$ cat config.mk
export PLATFORM = sky130hd
export DESIGN_NAME = m_stage
export DESIGN_NICKNAME = d
export VERILOG_FILES = /design/src/rtl/m_stage.sv
export SDC_FILE = /design/constraint.sdc
export NUM_CORES = 1
export LEC_CHECK = 0
export ABC_AREA = 1
export BUFFER_PORTS_ARGS = -buffer_cell sky130_fd_sc_hd__buf_2
export CAP_MARGIN = 40
export CORE_MARGIN = 2
export CORE_UTILIZATION = 54
export CTS_CLUSTER_DIAMETER = 50
export CTS_CLUSTER_SIZE = 28
export DETAILED_ROUTE_END_ITERATION = 12
export GPL_ROUTABILITY_DRIVEN = 0
export HOLD_SLACK_MARGIN = 0.1
export PLACE_DENSITY = 0.88
export SLEW_MARGIN = 30
export SYNTH_ARGS = -nofsm -noshare
export SYNTH_HDL_FRONTEND = slang
export SYNTH_SLANG_ARGS = --single-unit
export TNS_END_PERCENT = 10
$ cat constraint.sdc
create_clock -name clk -period 9.7 [get_ports clk]
set_input_delay 1.94 -clock clk [delete_from_list [all_inputs] [get_ports clk]]
set_output_delay 1.94 -clock clk [all_outputs]
set_load 0.005 [all_outputs]
$ cat src/rtl/m_stage.sv
`default_nettype none
// ============================================================================
// Module   : m_stage
// Purpose  : Pipeline memory stage. Accepts execute packets, passes ALU
//            results straight to writeback, and runs loads/stores through a
//            valid/ready data-memory port. It emits one registered writeback
//            pulse per instruction and holds off execute while a memory
//            access is outstanding.
// Ports    : clk, rst                 - clock, async active-high reset
//            x_*                      - execute-side packet (valid/ready)
//            dmem_req_*               - data-memory request channel
//            dmem_resp_*              - data-memory load response
//            w_*                      - writeback packet (one-cycle pulse)
// Options  : MEM_MISALIGN_TRAP_EN     - when defined, a misaligned load/store
//                                       issues no request and reports
//                                       w_misalign with the faulting address.
//                                       When undefined, the offending low
//                                       address bits are ignored.
// Revision : 1.0  initial release
// ============================================================================
module m_stage #(
    parameter int N_BITS = 32
) (
    input  logic              clk,
    input  logic              rst,
    input  logic              x_valid,
    output logic              x_ready,
    input  logic [N_BITS-1:0] x_alu_out,
    input  logic [N_BITS-1:0] x_store_data,
    input  logic [1:0]        x_mem_op,
    input  logic [1:0]        x_size,
    input  logic              x_unsigned,
    input  logic [4:0]        x_rd,
    output logic              dmem_req_valid,
    input  logic              dmem_req_ready,
    output logic              dmem_req_we,
    output logic [N_BITS-1:0] dmem_req_addr,
    output logic [N_BITS-1:0] dmem_req_wdata,
    output logic [3:0]        dmem_req_be,
    input  logic              dmem_resp_valid,
    input  logic [N_BITS-1:0] dmem_resp_rdata,
    output logic              w_valid,
    output logic              w_we,
    output logic [4:0]        w_rd,
    output logic [N_BITS-1:0] w_data,
    output logic              w_misalign
);

    typedef enum logic [1:0] {
        S_IDLE = 2'd0,
        S_REQ  = 2'd1,
        S_RESP = 2'd2
    } state_t;

    state_t              state_q, state_d;
    logic [N_BITS-1:0]   addr_q, addr_d;
    logic [1:0]          size_q, size_d;
    logic                uns_q, uns_d;
    logic [4:0]          rd_q, rd_d;
    logic                we_q, we_d;
    logic [N_BITS-1:0]   wdata_q, wdata_d;
    logic [3:0]          be_q, be_d;
    logic                w_valid_q, w_valid_d;
    logic                w_we_q, w_we_d;
    logic [4:0]          w_rd_q, w_rd_d;
    logic [N_BITS-1:0]   w_data_q, w_data_d;
    logic                w_misalign_q, w_misalign_d;

    // Decode of the incoming packet
    logic                acc_is_mem;
    logic                acc_is_store;
    logic [3:0]          acc_be;
    logic [N_BITS-1:0]   acc_wdata;
    logic                acc_trap;
    logic [7:0]          ld_byte;
    logic [15:0]         ld_half;
    logic [N_BITS-1:0]   ld_data;

    assign acc_is_store = (x_mem_op == 2'b10);
    assign acc_is_mem   = (x_mem_op == 2'b01) || acc_is_store;

    // Byte enables and lane-replicated store data; size 11 behaves as word.
    always_comb begin
        acc_be    = 4'b1111;
        acc_wdata = x_store_data;
        case (x_size)
            2'b00: begin
                acc_be    = 4'b0001 << x_alu_out[1:0];
                acc_wdata = {4{x_store_data[7:0]}};
            end
            2'b01: begin
                acc_be    = x_alu_out[1] ? 4'b1100 : 4'b0011;
                acc_wdata = {2{x_store_data[15:0]}};
            end
            default: begin
                acc_be    = 4'b1111;
                acc_wdata = x_store_data;
            end
        endcase
    end

`ifdef MEM_MISALIGN_TRAP_EN
    always_comb begin
        acc_trap = 1'b0;
        if (x_size == 2'b01) begin
            acc_trap = x_alu_out[0];
        end else if (x_size[1]) begin
            acc_trap = (x_alu_out[1:0] != 2'b00);
        end
    end
`else
    // Misaligned accesses are issued with the low bits simply ignored.
    assign acc_trap = 1'b0;
`endif

    // Load extraction from the returned word using the captured address.
    always_comb begin
        case (addr_q[1:0])
            2'b00:   ld_byte = dmem_resp_rdata[7:0];
            2'b01:   ld_byte = dmem_resp_rdata[15:8];
            2'b10:   ld_byte = dmem_resp_rdata[23:16];
            default: ld_byte = dmem_resp_rdata[31:24];
        endcase
        ld_half = addr_q[1] ? dmem_resp_rdata[31:16] : dmem_resp_rdata[15:0];
        case (size_q)
            2'b00:   ld_data = uns_q ? {{(N_BITS-8){1'b0}}, ld_byte}
                                     : {{(N_BITS-8){ld_byte[7]}}, ld_byte};
            2'b01:   ld_data = uns_q ? {{(N_BITS-16){1'b0}}, ld_half}
                                     : {{(N_BITS-16){ld_half[15]}}, ld_half};
            default: ld_data = dmem_resp_rdata;
        endcase
    end

    // Next-state and writeback logic
    always_comb begin
        state_d      = state_q;
        addr_d       = addr_q;
        size_d       = size_q;
        uns_d        = uns_q;
        rd_d         = rd_q;
        we_d         = we_q;
        wdata_d      = wdata_q;
        be_d         = be_q;
        w_valid_d    = 1'b0;
        w_we_d       = 1'b0;
        w_misalign_d = 1'b0;
        w_rd_d       = w_rd_q;
        w_data_d     = w_data_q;

        case (state_q)
            S_IDLE: begin
                if (x_valid) begin
                    if (!acc_is_mem) begin
                        w_valid_d = 1'b1;
                        w_we_d    = (x_rd != 5'd0);
                        w_rd_d    = x_rd;
                        w_data_d  = x_alu_out;
                    end else if (acc_trap) begin
                        w_valid_d    = 1'b1;
                        w_misalign_d = 1'b1;
                        w_rd_d       = x_rd;
                        w_data_d     = x_alu_out;
                    end else begin
                        addr_d  = x_alu_out;
                        size_d  = x_size;
                        uns_d   = x_unsigned;
                        rd_d    = x_rd;
                        we_d    = acc_is_store;
                        wdata_d = acc_wdata;
                        be_d    = acc_be;
                        state_d = S_REQ;
                    end
                end
            end
            S_REQ: begin
                if (dmem_req_ready) begin
                    if (we_q) begin
                        // Store retires on the request handshake.
                        w_valid_d = 1'b1;
                        w_rd_d    = rd_q;
                        state_d   = S_IDLE;
                    end else begin
                        state_d = S_RESP;
                    end
                end
            end
            S_RESP: begin
                if (dmem_resp_valid) begin
                    w_valid_d = 1'b1;
                    w_we_d    = (rd_q != 5'd0);
                    w_rd_d    = rd_q;
                    w_data_d  = ld_data;
                    state_d   = S_IDLE;
                end
            end
            default: state_d = S_IDLE;
        endcase
    end

    always_ff @(posedge clk or posedge rst) begin
        if (rst) begin
            state_q      <= S_IDLE;
            addr_q       <= '0;
            size_q       <= 2'b00;
            uns_q        <= 1'b0;
            rd_q         <= 5'd0;
            we_q         <= 1'b0;
            wdata_q      <= '0;
            be_q         <= 4'b0000;
            w_valid_q    <= 1'b0;
            w_we_q       <= 1'b0;
            w_rd_q       <= 5'd0;
            w_data_q     <= '0;
            w_misalign_q <= 1'b0;
        end else begin
            state_q      <= state_d;
            addr_q       <= addr_d;
            size_q       <= size_d;
            uns_q        <= uns_d;
            rd_q         <= rd_d;
            we_q         <= we_d;
            wdata_q      <= wdata_d;
            be_q         <= be_d;
            w_valid_q    <= w_valid_d;
            w_we_q       <= w_we_d;
            w_rd_q       <= w_rd_d;
            w_data_q     <= w_data_d;
            w_misalign_q <= w_misalign_d;
        end
    end

    // Request valid decodes directly from state so reset removes it at once.
    assign x_ready        = (state_q == S_IDLE);
    assign dmem_req_valid = (state_q == S_REQ);
    assign dmem_req_we    = (state_q == S_REQ) && we_q;
    assign dmem_req_addr  = {addr_q[N_BITS-1:2], 2'b00};
    assign dmem_req_wdata = wdata_q;
    assign dmem_req_be    = be_q;
    assign w_valid        = w_valid_q;
    assign w_we           = w_we_q;
    assign w_rd           = w_rd_q;
    assign w_data         = w_data_q;
    assign w_misalign     = w_misalign_q;

endmodule
`default_nettype wire

After elaboration in Yosys (flattened, before gate mapping)
Index checks and enable logic that the tools add are counted.
{"block": "totals", "regBits": 118, "input_bits": 111}
{"block": "op_classes", "n_eq_ne": 14, "shifts": 1, "muxes": 34, "n_reduce_logical": 14}
{"operator": "case mux 32 bit (2 select lines)", "n": 3}
{"operator": "two-way mux 32 bit", "n": 5}
{"operator": "two-way mux 5 bit", "n": 5}
{"operator": "case mux 8 bit (3 select lines)", "n": 1}
{"operator": "two-way mux 16 bit", "n": 1}
{"operator": "case mux 5 bit (3 select lines)", "n": 1}
{"operator": "equality test 2 x 1 -> 1 bit, second input constant", "n": 5}
{"operator": "two-way mux 2 bit", "n": 5}
{"operator": "nonzero test 5 bit", "n": 2}
{"operator": "logical NOT 2 bit", "n": 4}
{"operator": "two-way mux 1 bit", "n": 8}
{"operator": "case mux 4 bit (2 select lines)", "n": 1}
{"operator": "AND reduction 4 bit", "n": 2}
{"operator": "equality test 2 bit, second input constant", "n": 3}
{"operator": "inequality test 2 x 1 -> 1 bit, second input constant", "n": 3}
{"operator": "inequality test 2 bit, second input constant", "n": 3}
{"operator": "case mux 2 bit (3 select lines)", "n": 1}
{"operator": "AND reduction 6 bit", "n": 1}
{"operator": "two-way mux 4 bit", "n": 1}
{"operator": "left shift 1 x 2 -> 4 bit, first input constant", "n": 1}
{"operator": "case mux 1 bit (3 select lines)", "n": 1}
{"operator": "AND reduction 3 bit", "n": 1}
{"operator": "nonzero test 3 bit", "n": 1}
{"operator": "case mux 1 bit (2 select lines)", "n": 1}
{"operator": "other kinds (3)", "n": 3}

Depth between registers and ports, before layout
{"block": "depth", "ltp_word": 6, "ltp_mapped": 11}

Least setup slack after synthesis
OpenSTA, ideal clock, no wires.
{"block": "synth_path", "path_kind": "input to register", "from": "input port x_mem_op[0]", "to": "register wdata_q[24], in the netlist dmem_req_wdata[24]", "arrival_time_ns": 3.125, "required_time_ns": 9.569, "setup_slack_ns": 6.444, "cell_stages": 7, "cell_sequence": "inv_1 ha_1 nor3_4 inv_2 buf_2 a21oi_1 a31oi_1"}
{"block": "synth_via", "elab_chain_len": 3}
{"element": "start: declaration", "line_no": "30", "source": "input logic [1:0] x_mem_op,"}
{"element": "equality test 2 x 1 -> 1 bit / equality test 2 bit (equally long branches)", "line_no": "80, 79"}
{"element": "logical OR 1 bit (*)", "line_no": "80", "source": "assign acc_is_mem = (x_mem_op == 2'b01) || acc_is_store;"}
{"element": "AND reduction 3 bit (no source line) (*)"}
{"element": "end signal: assignment", "line_no": "222", "source": "wdata_q <= wdata_d;"}
{"element": "end: declaration", "line_no": "61", "source": "logic [N_BITS-1:0] wdata_q, wdata_d;"}
Every way passes the cells marked *; elsewhere a longest branch is shown, timed or not.
A chain may end at the register's enable or synchronous reset.

Worst setup path in the final report
{"block": "layout_path", "from": "input port x_mem_op[0]", "to": "register be_q[2], in the netlist dmem_req_be[2]"}
{"block": "layout_via", "elab_chain_len": 3}
{"element": "equality test 2 x 1 -> 1 bit / equality test 2 bit (equally long branches)", "line_no": "80, 79"}
{"element": "logical OR 1 bit (*)", "line_no": "80"}
{"element": "AND reduction 3 bit (no source line) (*)"}
{"element": "end signal: assignment", "line_no": "209", "source": "be_q <= 4'b0000;"}
{"element": "end signal: assignment", "line_no": "223", "source": "be_q <= be_d;"}
{"element": "end: declaration", "line_no": "62", "source": "logic [3:0] be_q, be_d;"}
Marks and branches as above.

==> results.ini <==
[clocking]
clk_latency_ps=390
htreeDepth=4
cts_tree=done
clk_pin_slew_ps=60
postCtsSetupRepairBufs=0
cts_made_buffers=17
cts_resized=0
cts_root_buf=clkbuf_16
numClockSinks=118
ctsHoldBuffers=0
ctsLongestPathBuffers=2

[sta]
setup_tns_ps=0
setup_violations=0
finClkSkew_ps=7.73
rsz0062_at_grt=false
max_slew_margin_pct=47.6
fin_crit_sh_pct=39.5
hold_viol=0
maxSlewViolCount=0
worst_pin_slew_ps=786
fmax_mhz=261
fin_crit_ps=3830

[critical_path]
crit_chain=buf_2 -> inv_1 -> ha_1 -> nor3_4 -> buf_4 -> inv_2 -> buf_4 -> nor2_1 -> o21ai_0 -> nand3_1
start_kind=input pin
regToRegStartpoint=state_q[0]
critPathKind=input pin to flip-flop
critPathMaxFanout=82
cp-end-kind=flip-flop
slowest_stage=buf_4
required_ps=10020
crit_start=x_mem_op[0]
cp_common_cell=buf_4
max_stage_delay_ps=480
critPathArrivalTime_ps=4140

[hold_path]
hp-class=flip-flop to flip-flop
min_from=addr_q[13]

[route]
ant_nets=0
vias=5983
drt_iter0_markers=481
drt-pass1-iter-count=5
via_per_inst=5.31
wire_per_inst_um=15.5
wl_um=17500
route.detailed.drc=0

[synth]
yosys_warnings=0
synth-edff-count=0
synth.avg_cell_area_sq_um=7.58
async_flop_share_pct=100
netlist_top_cells_count=254 x nand2_1, 118 x dfrtp_1, 86 x a21oi_1
synth-seq-cells=118
yosysUniqueCellTypes=32
synth_top_area_cell=dfrtp_1
synth.area.top_cells=dfrtp_1 48%, nand2_1 16%, a21oi_1 7.1%
synth_ff_type=dfrtp_1
netlist_instances=803
yosysTopAreaCellShare_pct=48.5
yosysMostFrequentCell=nand2_1
ys_seq_area_share_pct=48.5
syn-cell-area_sq_um=6090

[global_route]
grt_pass1_vias=5631
grt_max_degree=83
grt_first_pass_wirelength_um=26900
grt_usage_pct=28.8
antenna_found_initial=1
grt-ovfl-total=0

[place]
place.detailed.hpwl_um=12200
io_buffer_count=218

[layout]
nets=1088
drive_gt1_share_pct=27.5
area_delta_synth_final_pct=25.1
utilization_pct=69.7

[floorplan]
die_h_um=110
die_w_um=110
rows=38
dieArea_sq_um=12100
core_sq_um=10900
initial_core_util_pct=55.7
ios=222

[pwr]
p_leak_nw=4.09
finalPower_mw=2.50
ir_drop_mv=0.205
p_per_area_nw_per_um2=329

[outcome]
status=finished, final reports clean

[job]
max-cap-violations=0

## cells in the final DEF, fill, tap and decap left out, drive strengths merged, types with 3 or more instances in the layout
cell type and n:
nand2 257, buf 224, dfrtp 118, a21oi 86, o21ai 76, inv 69, nor2 51, nand3 25
clkbuf 17, nor3 17, a31oi 8, clkinv 8, o22ai 6, ha 5, conb 3, clkinvlp 3
bufinv 3, or2 3
## path summary, 6_finish.rpt
check,endpoint,slack (ps),depth (start not counted)
worst max-delay path,dmem_req_be[2],5870,10
worst min-delay path,addr_q[13],470,2
worst max register to register,w_data[7],6640,8
worst min register to register,addr_q[13],470,2
max in group asynchronous,addr_q[24],7070,4
min in group asynchronous,dmem_req_wdata[23],1670,2
## power breakdown
group | switching, mW | internal (mW)
clock | 0.236 | 0.406
combinational | 0.595 | 0.392
sequential | 0.144 | 0.731
total | 0.975 | 1.53
## kinds of logic after synthesis
| family | synth area share (%) |
|---|---|
| AND/OR/NAND/NOR | 23.5 |
| flip-flops | 48.5 |
| AO/OA/AOI/OAI | 15.3 |
| other | 0.0616 |
| buffers and inverters | 11.6 |
| adder cells (fa/ha/maj) | 1.03 |
## critical path: cells and delay by family
kind / cells / cell delay [ps]
simple gates: 3 / 510
buf+inv: 5 / 1180
compound gates: 1 / 130
fa+ha+maj: 1 / 350
## cell type report
| cell class | instances | area (sq um) |
|---|---|---|
| inverters | 68 | 258 |
| well taps | 140 | 175 |
| diodes | 1 | 2.50 |
| fillers | 905 | 3320 |
| multi-input cells | 543 | 2450 |
| clock inverters | 15 | 180 |
| flip-flops and latches | 118 | 2950 |
| clock buffers | 17 | 425 |
| repair buffers | 224 | 1180 |
## sequential cells by signal (all words and copies together), names as in the netlist
signal	flops
w_we	1
state_q	2
uns_q	1
dmem_req_wdata	32
rd_q	5
we_q	1
w_valid	1
dmem_req_be	4
w_rd	5
w_data	32
addr_q	32
size_q	2
## stage by stage
step	instance area [sq um]	instances	setup WS (ps)	hold slack (ps)
after floorplan	6100	805	4630	443
after global placement	6950	1091	5390	448
after detailed placement	6980	1092	5470	454
after CTS	7590	1124	5880	468
after global routing	7620	1126	5670	482
final	7620	1126	5870	466
## metal layers
| metal | share of wire (%) | track usage [%] |
|---|---|---|
| met1 | 41 | 36.4 |
| met2 | 48 | 48.3 |
| met3 | 8.0 | 6.82 |
| met4 | 2.5 | 10.4 |
| met5 | 0 | 0 |
Note: power is estimated with default switching activity, not from simulation.
